==> src/rtl/cpu_ad48_wb_arb.sv <==
// cpu_ad48_wb_arb: two-slot round-robin write-back arbiter with per-register busy scoreboard
// Optional CPU_AD48_WB_ARB_STATS_EN adds a saturating conflict_cnt output
module cpu_ad48_wb_arb #(
  parameter int DW = 48,
  parameter int AW = 3
) (
  input  logic          clk,
  input  logic          resetn,
  input  logic          flush,
  input  logic          r0_valid,
  output logic          r0_ready,
  input  logic          r0_bank,
  input  logic [AW-1:0] r0_idx,
  input  logic [DW-1:0] r0_data,
  input  logic          r1_valid,
  output logic          r1_ready,
  input  logic          r1_bank,
  input  logic [AW-1:0] r1_idx,
  input  logic [DW-1:0] r1_data,
  output logic          we_a,
  output logic          we_d,
  output logic [AW-1:0] waddr,
  output logic [DW-1:0] wdata,
  output logic [7:0]    busy_a,
  output logic [7:0]    busy_d
`ifdef CPU_AD48_WB_ARB_STATS_EN
  ,
  output logic [15:0]   conflict_cnt
`endif
);
  logic [1:0]    s_full, s_bank, gnt, rdy, acc;
  logic [AW-1:0] s_idx [2];
  logic [DW-1:0] s_data [2];
  logic          last, gid, gany;
  always_comb begin
    gany = |s_full;
    gid = &s_full ? ~last : s_full[1];
    gnt = gany ? (gid ? 2'b10 : 2'b01) : 2'b00;
    rdy = flush ? 2'b00 : (~s_full | gnt);
    acc = rdy & {r1_valid, r0_valid};
    we_d = gany && s_bank[gid];
    we_a = gany && !s_bank[gid] && s_idx[gid] != '0;
    waddr = gany ? s_idx[gid] : '0;
    wdata = gany ? s_data[gid] : '0;
    busy_a = '0;
    busy_d = '0;
    for (int n = 0; n < 2; n++) begin
      busy_a = busy_a | ((s_full[n] && !s_bank[n]) ? 8'(1) << s_idx[n] : 8'h00);
      busy_d = busy_d | ((s_full[n] && s_bank[n]) ? 8'(1) << s_idx[n] : 8'h00);
    end
  end
  assign r0_ready = rdy[0];
  assign r1_ready = rdy[1];
  // a granted slot empties unless reloaded by a same-cycle accept
  always_ff @(posedge clk or negedge resetn) begin
    if (!resetn) begin
      s_full <= '0;
      s_bank <= '0;
      s_idx  <= '{default: '0};
      s_data <= '{default: '0};
      last   <= 1'b1;
    end else begin
      s_full <= acc | (s_full & ~gnt & {2{~flush}});
      if (gany) last <= gid;
      if (acc[0]) begin
        s_bank[0] <= r0_bank;
        s_idx[0]  <= r0_idx;
        s_data[0] <= r0_data;
      end
      if (acc[1]) begin
        s_bank[1] <= r1_bank;
        s_idx[1]  <= r1_idx;
        s_data[1] <= r1_data;
      end
    end
  end
`ifdef CPU_AD48_WB_ARB_STATS_EN
  always_ff @(posedge clk or negedge resetn) begin
    if (!resetn) conflict_cnt <= '0;
    else if (&s_full && conflict_cnt != 16'hFFFF) conflict_cnt <= conflict_cnt + 16'd1;
  end
`endif
endmodule

==> config.mk <==
export PLATFORM = sky130hd
export DESIGN_NAME = cpu_ad48_wb_arb
export DESIGN_NICKNAME = d
export VERILOG_FILES = /design/src/rtl/cpu_ad48_wb_arb.sv
export SDC_FILE = /design/constraint.sdc
export NUM_CORES = 1
export LEC_CHECK = 0
export ABC_AREA = 1
export BUFFER_PORTS_ARGS = -buffer_cell sky130_fd_sc_hd__buf_2
export CORE_MARGIN = 2
export CORE_UTILIZATION = 55
export DETAILED_ROUTE_END_ITERATION = 7
export PLACE_DENSITY = 0.95
export SLEW_MARGIN = 25
export SYNTH_ARGS = -nofsm -noshare
export SYNTH_HDL_FRONTEND = slang
export SYNTH_SLANG_ARGS = --single-unit
==> constraint.sdc <==
create_clock -name clk -period 2.61 [get_ports clk]
set_input_delay 0.6525 -clock clk [delete_from_list [all_inputs] [get_ports clk]]
set_output_delay 0.6525 -clock clk [all_outputs]
set_load 0.005 [all_outputs]
Word level (Yosys, flattened, before mapping)
Cells that the tools add are included.
- $add $sub $neg: 0
- $mul: 0
- div/mod/pow operators: 0
- order comparisons: 2
- equal/unequal tests: 0
- shifts and indexed selects: 2
- mux-type cells: 18
- bitwise logic cells: 12
- reduce and logical (&&, ||, !) cells: 13
- operators by type and width (operator ; count):
    $mux W48 ; 4
    $mux W8 ; 4
    $or A8 B8 Y8 ; 2
    $shl A1 B3 Y8 const A ; 2
    $mux W3 ; 4
    $logic_and A1 B1 Y1 ; 7
    $and A2 B2 Y2 ; 3
    $mux W2 ; 3
    $not A2 Y2 ; 2
    $or A2 B2 Y2 ; 2
    $logic_not A1 Y1 ; 3
    $mux W1 ; 3
    $reduce_bool A3 Y1 ; 1
    $ge A2 B2 Y1 const B ; 1
    $lt A1 B2 Y1 const B ; 1
    $not A1 Y1 ; 2
    $not A1 Y2 ; 1
    $reduce_and A2 Y1 ; 1
    $reduce_or A2 Y1 ; 1
- bits in registers: 107
- bits in latches: 0
- bits in writable memories: 0
- memory bits (read-only): 0
- bits of input ports: 109
- output and inout port bits: 71
- word-level logic and storage cells: 55
- memories: 0

Longest topological paths before layout
- depth in word-level cells: 8
- depth in mapped cells: 8
- gate-level depth less buffers: 7

Worst setup path after synthesis
OpenSTA, ideal clock, no wires.
- path type: register to output
- from: reg last
- to: out wdata[27]
- data arrival time: 1162 ps
- required time: 1957 ps
- setup slack: 795 ps
- stages on the path, launching flop included: 8
- cell sequence: dfstp_2 > nand2_4 > nand2_4 > inv_2 > buf_4 > buf_4 > nand2_1 > nand2_1
- word-level cells in the longest chain between the ends: 7
- RTL lines (element ; RTL line ; text):
    start: declaration ; 34 ; logic last, gid, gany;
    start signal: assignment ; 64 ; if (gany) last <= gid;
    $not A1 Y1 ; 37 ; gid = &s_full ? ~last : s_full[1];
    $mux W1 ; 37 ;
    $not A1 Y2 (implied by the code) ; 44 ; wdata = gany ? s_data[gid] : '0;
    $mux W48 (implied by the code) (3 in series) ; 44 ;
    $mux W48 ; 44 ;
    end: declaration ; 23 ; output logic [DW-1:0] wdata,
No other way between the ends. The select of a mux whose other input is x is not followed.

Worst setup path in the final report
- from: reg last
- to: out wdata[3]
Same word-level chain as after synthesis.

==> results.cfg <==
[outcome]
outcome = complete, no violations

[grt]
grtUsageMet2_pct = 44.95
antenna_found_initial = 1
grt.busiest_layer = met2
grt_pass1_vias = 4708
use_met1_pct = 36.07
grt_pass1_wl_um = 22020
track_usage_pct = 27.00
grt_max_degree = 57
use_met3_pct = 3.967
overflow = 0

[setup_path]
slowest_delay_ns = 0.59
crit_top_cell = nand2_1
critPathTopFamily = flip-flops
cp_max_fo = 28
crit_slowest_cell = dfstp_2
path_class = reg2out
reg2reg_slack_ns = 0.50
worst-path-buf-inv = 3
start_kind = flip-flop
worstPathRequired_ns = 1.96
worstPathArrival_ns = 1.80
cp-end-kind = output port
cp_cell_sequence = nand2_4, nand2_8, inv_2, buf_4, nand2_1, nand2_1, buf_2

[clock_tree]
path_clk_slew_ns = 0.11
clock_path_buffers = 2
clkLatencyLatePin_ns = 0.37
cts_tree = done
ctsHoldBuffers = 0
numCtsBuffers = 9
h-tree-depth = 3
cts_setup_buffers = 0
cts_root_buf = clkbuf_8
cts_sinks = 107

[yosys]
synth_cells = 684
synth-seq-cells = 107
synth_area_um2 = 5333
yosysSeqAreaShare_pct = 50.23
yosysWarnings = 0
synth.distinct_cells = 23
syn_nets = 793
syn-mean-instance-area_um2 = 7.796

[place]
hpwl_um = 9869
dpl_cell_area_um2 = 6220
port_buffers = 179
gp_congestion = 0.9161

[pwr]
pwr-share-clk_pct = 28.0
p_per_area_nw_per_um2 = 604.8
p_int_mw = 2.686
leakage_nw = 3.775
vdd_ir_drop_max_uv = 465.7
power.share.switching_pct = 31.19
combPwrFrac_pct = 19.9
p_total_mw = 3.903
pwr-share-seq_pct = 52.1
power_switching_mw = 1.217

[layout]
design_area_um2 = 6454
diodes = 0
drive_above_1_share_pct = 26.68
nets = 951
area_delta_synth_final_pct = 21.02

[timing]
fin_tns_setup_ns = 0
rsz0062_at_grt = false
skew_ns = 0.01656
clock.fmax_mhz = 407.9
setup_viol = 0
finalCritPeriodShare_pct = 93.92
maxSlewHeadroom_pct = 60.23
worst_pin_slew_ns = 0.5966
finalMaxSlewViolations = 0
min_period_ns = 2.451
hold_viol_final = 0

[route]
drt-pass1-iter-count = 4
num_vias = 5238
wire_per_inst_um = 14.24
drc_errors = 0
drtIter0Drc = 284
viasPerCell = 5.367
ant_nets = 0
routed_wl_um = 13900

[die]
die_area_um2 = 10500
core.rowCount = 35
ios = 180
coreArea_um2 = 9328
dieHeight_um = 102.5
initial_utilization_pct = 57.17
die_w_um = 102.5

[min_path]
min_path_type = in2async

[job]
maxCapViolCount = 0
## sequential cells by signal, indices dropped and copies added, names as in the netlist
name    cells
s_full      2
s_idx       6
last        1
s_data     96
s_bank      2
## area by class of cell
class	count	area, um^2
clock buffer	10	137.6
sequential	107	2681
clock inverter	6	82.58
fill	784	2874
tap	129	161.4
multi-input combinational	472	2130
timing repair buffer	191	1030
inverter	61	231.5
## synthesized netlist by cell type (all sizes together)
library cell	number	share of area [%]
nand2	267	19
nand3	124	12
dfrtp	106	50
inv	61	4.3
o21ai	50	5.0
buf	34	5.0
o22ai	16	1.9
clkbuf	10	0.70
nor2	9	0.63
a21oi	5	0.75
a31oi	1	0.12
dfstp	1	0.49
## cells by family (layout without fill, tap and decap cells)
kind of cell / Yosys count / count (layout) / synth area share, %
AOI/OAI and AO/OA: 72 / 72 / 7.790
buffers and inverters: 105 / 268 / 9.995
DFF: 107 / 107 / 50.23
and+or+nand+nor: 400 / 400 / 31.98
## power groups by stage
stage	combinational (mW)	sequential, mW	clock, mW
CTS	0.779	2.03	1.11
global route	0.887	2.06	1.16
floorplan	0.487	2.01	0
detailed placement	0.774	2.06	0
finish	0.776	2.03	1.09
global placement	0.746	2.05	0
## per-layer routing
metal / share of wire [%] / wire length, um / vias up
met4: 2.3 / 320 / 0
met3: 7.8 / 1085 / 29
met2: 49 / 6842 / 262
met5: 0 / 0 / -
met1: 41 / 5647 / 2448
li1: - / - / 2499
## cells in the final DEF (no fill, tap or decap), types with 3 or more instances in the layout
cell,n
clkbuf_8,10
nand2_1,264
a21oi_2,4
o21ai_0,42
nor2_1,9
dfrtp_1,104
o21ai_1,3
buf_4,9
buf_2,178
inv_1,59
buf_12,3
o22ai_1,16
nand3_1,122
o21ai_2,5
## metrics by stage
step / std cells / util, % / hold WS, ns / setup slack (ns)
2_1_floorplan: 684 / - / 0.3569 / 0.7952
3_3_place_gp: 960 / 66.68 / 0.4538 / 0.4303
4_1_cts: 976 / 69.08 / 0.2246 / 0.0007243
6_report: 976 / 69.19 / 0.2303 / 0.1586
3_5_place_dp: 960 / 66.68 / 0.4587 / 0.3838
5_1_grt: 976 / 69.19 / 0.2475 / 0.03773
## path summary, 6_finish.rpt
kind / start / to / depth (start not counted)
min in group clk: s_data[41] / s_data[41] / 2
max in group asynchronous: resetn / last / 2
max: last / wdata[3] / 7
max reg2reg: s_full[0] / s_idx[4] / 7
min: resetn / s_data[9] / 1
min reg2reg: s_data[41] / s_data[41] / 2
## repair_timing
action	in CTS	in global routing
gates cloned	0	0
resized for setup	1	2
endpoints found under the setup margin	7	48
Power figures use the tool's default switching activity.
